`config.mk`:
```
export PLATFORM = sky130hd
export DESIGN_NAME = serializer
export DESIGN_NICKNAME = d
export VERILOG_FILES = /design/src/rtl/serializer.sv
export SDC_FILE = /design/constraint.sdc
export NUM_CORES = 1
export LEC_CHECK = 0
export ABC_AREA = 1
export BUFFER_PORTS_ARGS = -buffer_cell sky130_fd_sc_hd__buf_2
export CAP_MARGIN = 20
export CORE_UTILIZATION = 50
export CTS_CLUSTER_DIAMETER = 30
export DETAILED_ROUTE_END_ITERATION = 6
export GPL_TIMING_DRIVEN = 0
export PLACE_DENSITY = 0.75
export SYNTH_ARGS = -nofsm -noshare
export SYNTH_HDL_FRONTEND = slang
export SYNTH_SLANG_ARGS = --single-unit
```
`constraint.sdc`:
```
create_clock -name clk -period 1.4 [get_ports clk]
set_input_delay 0.21 -clock clk [delete_from_list [all_inputs] [get_ports clk]]
set_output_delay 0.21 -clock clk [all_outputs]
set_load 0.01 [all_outputs]
```
`src/rtl/serializer.sv`:
```
// Parallel-to-serial transmitter: NBITS-wide word in, one bit per val/rdy transfer out, LSB first.
// Optional trailing even-parity bit when SERIALIZER_PARITY_EN is defined.
module serializer #(
   parameter int NBITS = 8
) (
   input  logic             clk,
   input  logic             reset_n,
   input  logic             in_val,
   output logic             in_rdy,
   input  logic [NBITS-1:0] in_msg,
   output logic             out_val,
   input  logic             out_rdy,
   output logic             out_bit,
   output logic             out_last
);

`ifdef SERIALIZER_PARITY_EN
   localparam int FRAME_LEN = NBITS + 1;
`else
   localparam int FRAME_LEN = NBITS;
`endif
   localparam int CW = $clog2(NBITS + 2);
   localparam logic [CW-1:0] LAST_IDX = CW'(FRAME_LEN - 1);

   localparam logic [0:0] IDLE = 1'b0;
   localparam logic [0:0] SEND = 1'b1;

   logic [0:0]       state;
   logic [NBITS-1:0] shreg;
   logic [CW-1:0]    count;

   always_ff @(posedge clk or negedge reset_n) begin
      if (!reset_n) begin
         state <= IDLE;
         shreg <= '0;
         count <= '0;
      end else begin
         case (state)
            IDLE: begin
               if (in_val) begin
                  shreg <= in_msg;
                  count <= '0;
                  state <= SEND;
               end
            end
            SEND: begin
               if (out_rdy) begin
                  shreg <= shreg >> 1;
                  count <= count + 1'b1;
                  // Returning to IDLE for one cycle guarantees no overlap between frames.
                  if (count == LAST_IDX)
                     state <= IDLE;
               end
            end
            default: state <= IDLE;
         endcase
      end
   end

   assign in_rdy   = (state == IDLE);
   assign out_val  = (state == SEND);
   assign out_last = out_val && (count == LAST_IDX);

`ifdef SERIALIZER_PARITY_EN
   localparam logic [CW-1:0] DATA_END = CW'(NBITS);

   logic par;

   always_ff @(posedge clk or negedge reset_n) begin
      if (!reset_n)
         par <= 1'b0;
      else if (state == IDLE && in_val)
         par <= ^in_msg;
   end

   // Once the data bits are exhausted the parity bit takes the line.
   assign out_bit = out_val && ((count < DATA_END) ? shreg[0] : par);
`else
   assign out_bit = out_val && shreg[0];
`endif

endmodule

```
* Word level (Yosys, flattened, before mapping)
Index checks and enable logic that the tools add are counted.
** Word-level totals
- Logic and storage cells :: 21
- Register bits :: 13
** Operators by class
- Reduce and logical (&&, ||, !) cells :: 3
- Bitwise operators :: 1
- Eq/ne operators :: 3
- $add $sub $neg :: 1
- Mux-type cells :: 10
** Operators by type and width (count)
- $mux 8 :: 2
- $pmux 8 s2 :: 1
- $mux 4 :: 2
- $pmux 4 s2 :: 1
- $add 4x1->4 const B :: 1
- $eq 4x3->1 const B :: 1
- $ne 2x2->1 const B :: 2
- $mux 1 :: 3
- $logic_and 1x1->1 :: 2
- $pmux 1 s2 :: 1
- $reduce_and 2->1 :: 1
- $not 1->1 :: 1

* Longest topological paths before layout
- Word-level depth :: 4
- Mapped depth :: 6
- Mapped depth without buffers :: 5

* Worst setup path before layout
No wires, ideal clock.
- Path type :: register to output
- Start :: reg state, in the netlist out_val
- End :: out out_last
- Data required time :: 1190 ps
- Path buffers :: 1
- Setup slack :: 222 ps
- Data arrival time :: 968 ps
- Stages on the path, launching flop included :: 4
- Cells stage by stage :: dfrtp_1 -> inv_1 -> buf_4 -> nor3_1
** On the way
- Word-level cells in the longest chain between the ends :: 1
** Ends and longest elaborated chain
- from (decl) :: RTL line 28 : logic [0:0] state;
- from (signal assigned) :: RTL line 34 : state <= IDLE;
- from (signal assigned) :: RTL line 43 : state <= SEND;
- from (signal assigned) :: RTL line 52 : state <= IDLE;
- $logic_and 1x1->1 :: RTL line 62 : assign out_last = out_val && (count == LAST_IDX);
- to (decl) :: RTL line 14 : output logic out_last
Every way passes these cells.

* Worst setup path in the final report
- Start :: reg count[0]
- End :: out out_last
** On the way
- Word-level cells in the longest chain between the ends :: 2
** Ends and longest elaborated chain
- from (decl) :: RTL line 30 : logic [CW-1:0] count;
- from (signal assigned) :: RTL line 49 : count <= count + 1'b1;
- $eq 4x3->1 :: RTL line 62
- $logic_and 1x1->1 :: RTL line 62
Every way passes these cells.

==> results by group <==
Status
  – Status: complete, no violations

Cells and area
  – Most frequent cells in the layout: nand2_1 (42), buf_2 (15), dfrtp_1 (13), nand3_1 (11)
  – Area of the multi-input gates: 342 um2
  – Final nets: 128
  – Filler instances: 115
  – Commonest non-fill, non-tap cell in the layout: nand2_1
  – Share of layout cells above drive strength 1: 29.8%
  – Area grow syn2layout: 25.6%
  – Register Area: 325 um2
  – N_diodes: 0

Clock tree
  – Clk slew on worst S/H paths: 90 ps
  – CTS tree: built
  – Clk_lat worst skew: 290 ps
  – CTS H-tree lvls: 1
  – Cts bufs inserted: 3
  – CTS Root Cell: clkbuf_4
  – Clock Sinks: 13
  – Clock Tree Buf Depth: 2

Setup path
  – Reg2Reg Depth: 5
  – Worst EP arrival: 1170 ps
  – Worst path slowest cell: dfrtp_1
  – Worst path bufs/invs: 1
  – Worst R2R Start: out_val$_DFF_PN0_
  – CP Max Fanout: 3
  – Critical Path Source Type: flop
  – Reg-to-Reg End: shreg[6]$_DFFE_PN0P_
  – CP endpoint kind: output port
  – Largest stage delay, worst path: 400 ps
  – CP Launch Point: count[0]$_DFFE_PN0P_
  – Required time of the critical path: 1190 ps
  – Critical path type: reg2out
  – Worst-path cell chain: ha_4, nand2_4, nor3_2, buf_2
  – Reg2Reg Setup Slack: 240 ps
  – Delay-heaviest family, CP: flip-flops
  – Levels on crit path: 4

STA
  – Pins Over Slew Limit: 0
  – Setup TNS: 0 ps
  – Setup Skew: 6.50 ps
  – Final hold slack: 154 ps
  – Tightest Pin Transition: 300 ps
  – Fmax: 0.722 GHz
  – Fin crit period: 1380 ps
  – Fin crit share: 98.9%
  – Final setup viols: 0
  – Fin. Hold Viols: 0
  – Rel. slew slack: 80.0%
  – RSZ-0062 raised after global routing: yes
  – Worst Slack Setup Final: 15.6 ps

Synth
  – Synth Area in Simple Gates: 41.1%
  – Syn Inst Count: 91
  – Yosys cell types: 15
  – Synth top area cells: dfrtp_1 (47%), nand2_1 (23%), nand3_1 (7.9%)
  – Number of synthesized register bits: 13
  – Post-synth top area share: 46.8%
  – Largest family of logic cells by synthesized area: simple AND/OR/NAND/NOR gates
  – Post-synthesis sequential area ratio: 46.8%
  – Synthesized cell area: 694 um2
  – Synth Warn #: 0
  – Syn_nets: 104
  – Syn Area/Cell: 7.63 um2
  – Largest area contributor in the synthesized netlist: dfrtp_1
  – Compound-cell area share of the yosys netlist: 2.70%
  – Synth Area in XOR/XNOR: 0%
  – Multiplexer share of the synthesized area: 0%
  – Adder-Cell Fraction of Synth Area: 1.80%

Hold path
  – Hold WC Path Type: in2reg
  – WHS Path Cells: 3
  – Hold wc startpoint: in_msg[7]
  – Worst Hold End: shreg[7]$_DFFE_PN0P_

Global routing
  – Largest net degree at the start of global routing: 14
  – Vias in the first global route: 544
  – First-pass GRT wire length: 2.33 mm
  – All-layer global routing usage: 23.9%
  – Antenna violations before repair: 0
  – GRT Residual Overflow: 0

Floorplan
  – Die ar.: 0.00154 mm2
  – Starting Density: 53.4%
  – Die H: 39.3 um
  – DIE WIDTH: 39.3 um
  – Core Footprint: 0.00130 mm2
  – # IOs: 16
  – Rows: 13

Routing
  – Pre-antenna DRT Iters: 3
  – Drc violations: 0
  – Vias: 659
  – Vias per cell: 5.11
  – Final wirelength: 1.53 mm
  – Initial drt markers: 16
  – Routed WL per cell: 11.9 um
  – ANT nets after route: 0

Place
  – Detailed placement HPWL: 947 um
  – PortBufs: 15
  – Gpl congestion: 0.872
  – Place WS: 263 ps

Power
  – Leak Pwr: 0.507 nW
  – P per Cell Area: 2020 mW/mm2
  – Peak VDD IR: 1040 uV
  – Total power: 1.76 mW

Flow run
  – Max-cap viol count: 0
-- flip-flops by register name, summed over array words and instances, names as in the netlist --
name,count
out_val,1
shreg,8
count,4
-- worst max path at each step --
stage	to	slack (ps)
after floorplan	out_last	220
after global placement	out_last	280
after detailed placement	out_last	260
after CTS	out_last	10
after global routing	out_last	-20
final	out_last	20
-- cell usage after synthesis --
cell,number
inv_1,4
nand3_2,1
dfrtp_1,13
o21ai_2,1
buf_6,2
nand2_2,2
ha_1,1
buf_4,2
nand2_4,1
nand2_1,43
nor2_1,5
a21oi_1,2
nor3_1,2
nand3_1,11
nand4_1,1
-- area by class of cell --
| class | instances | share of cell area, % |
|---|---|---|
| multi-input cells | 70 | 39.2 |
| flip-flops and latches | 13 | 37.3 |
| repair buffers | 20 | 13.2 |
| plain buffers | 3 | 3.44 |
| clock buffers | 4 | 3.01 |
| well taps | 15 | 2.15 |
| inverters | 4 | 1.72 |
-- report_power, final --
part	switching (mW)	internal, mW	leakage (nW)
Clock	0.137	0.111	0.0150
Sequential	0.126	0.543	0.165
Combinational	0.472	0.373	0.328
Total	0.735	1.03	0.507
-- layer usage --
metal | share of wire [%] | track usage (%) | vias to the layer above
li1 | - | - | 336
met3 | 3.1 | 5.11 | 7
met5 | 0 | 0 | -
met4 | 3.3 | 15.5 | 0
met2 | 47 | 36.3 | 12
met1 | 46 | 30.4 | 304
-- cell families (layout without fill, tap and decap cells) --
| family | after synthesis | after routing |
|---|---|---|
| flip-flops | 13 | 13 |
| AND/OR/NAND/NOR | 66 | 66 |
| AO/OA/AOI/OAI | 3 | 3 |
| buffers and inverters | 8 | 31 |
| adder cells (fa/ha/maj) | 1 | 1 |
-- worst reg2reg max path: stages, from the launching register on --
cell and delay [ps]:
dfrtp_1 420, inv_2 190, nand2_2 120, buf_4 190, nand3_1 70, nand2_1 60
-- timing repair --
item	in CTS	in global routing
buffers inserted	2	2
hold endpoints to repair	13	0
hold buffers	1	0
endpoints found under the setup margin	1	1
resized for setup	2	4
-- metrics by stage --
stage,utilization (%),instance area (um2),std cells
after floorplan,-,694,91
after global placement,60.6,788,121
after detailed placement,60.6,788,121
after CTS,64.1,835,127
after global routing,67.0,872,129
final,67.0,872,129
Note: power is estimated with default switching activity, not from simulation.
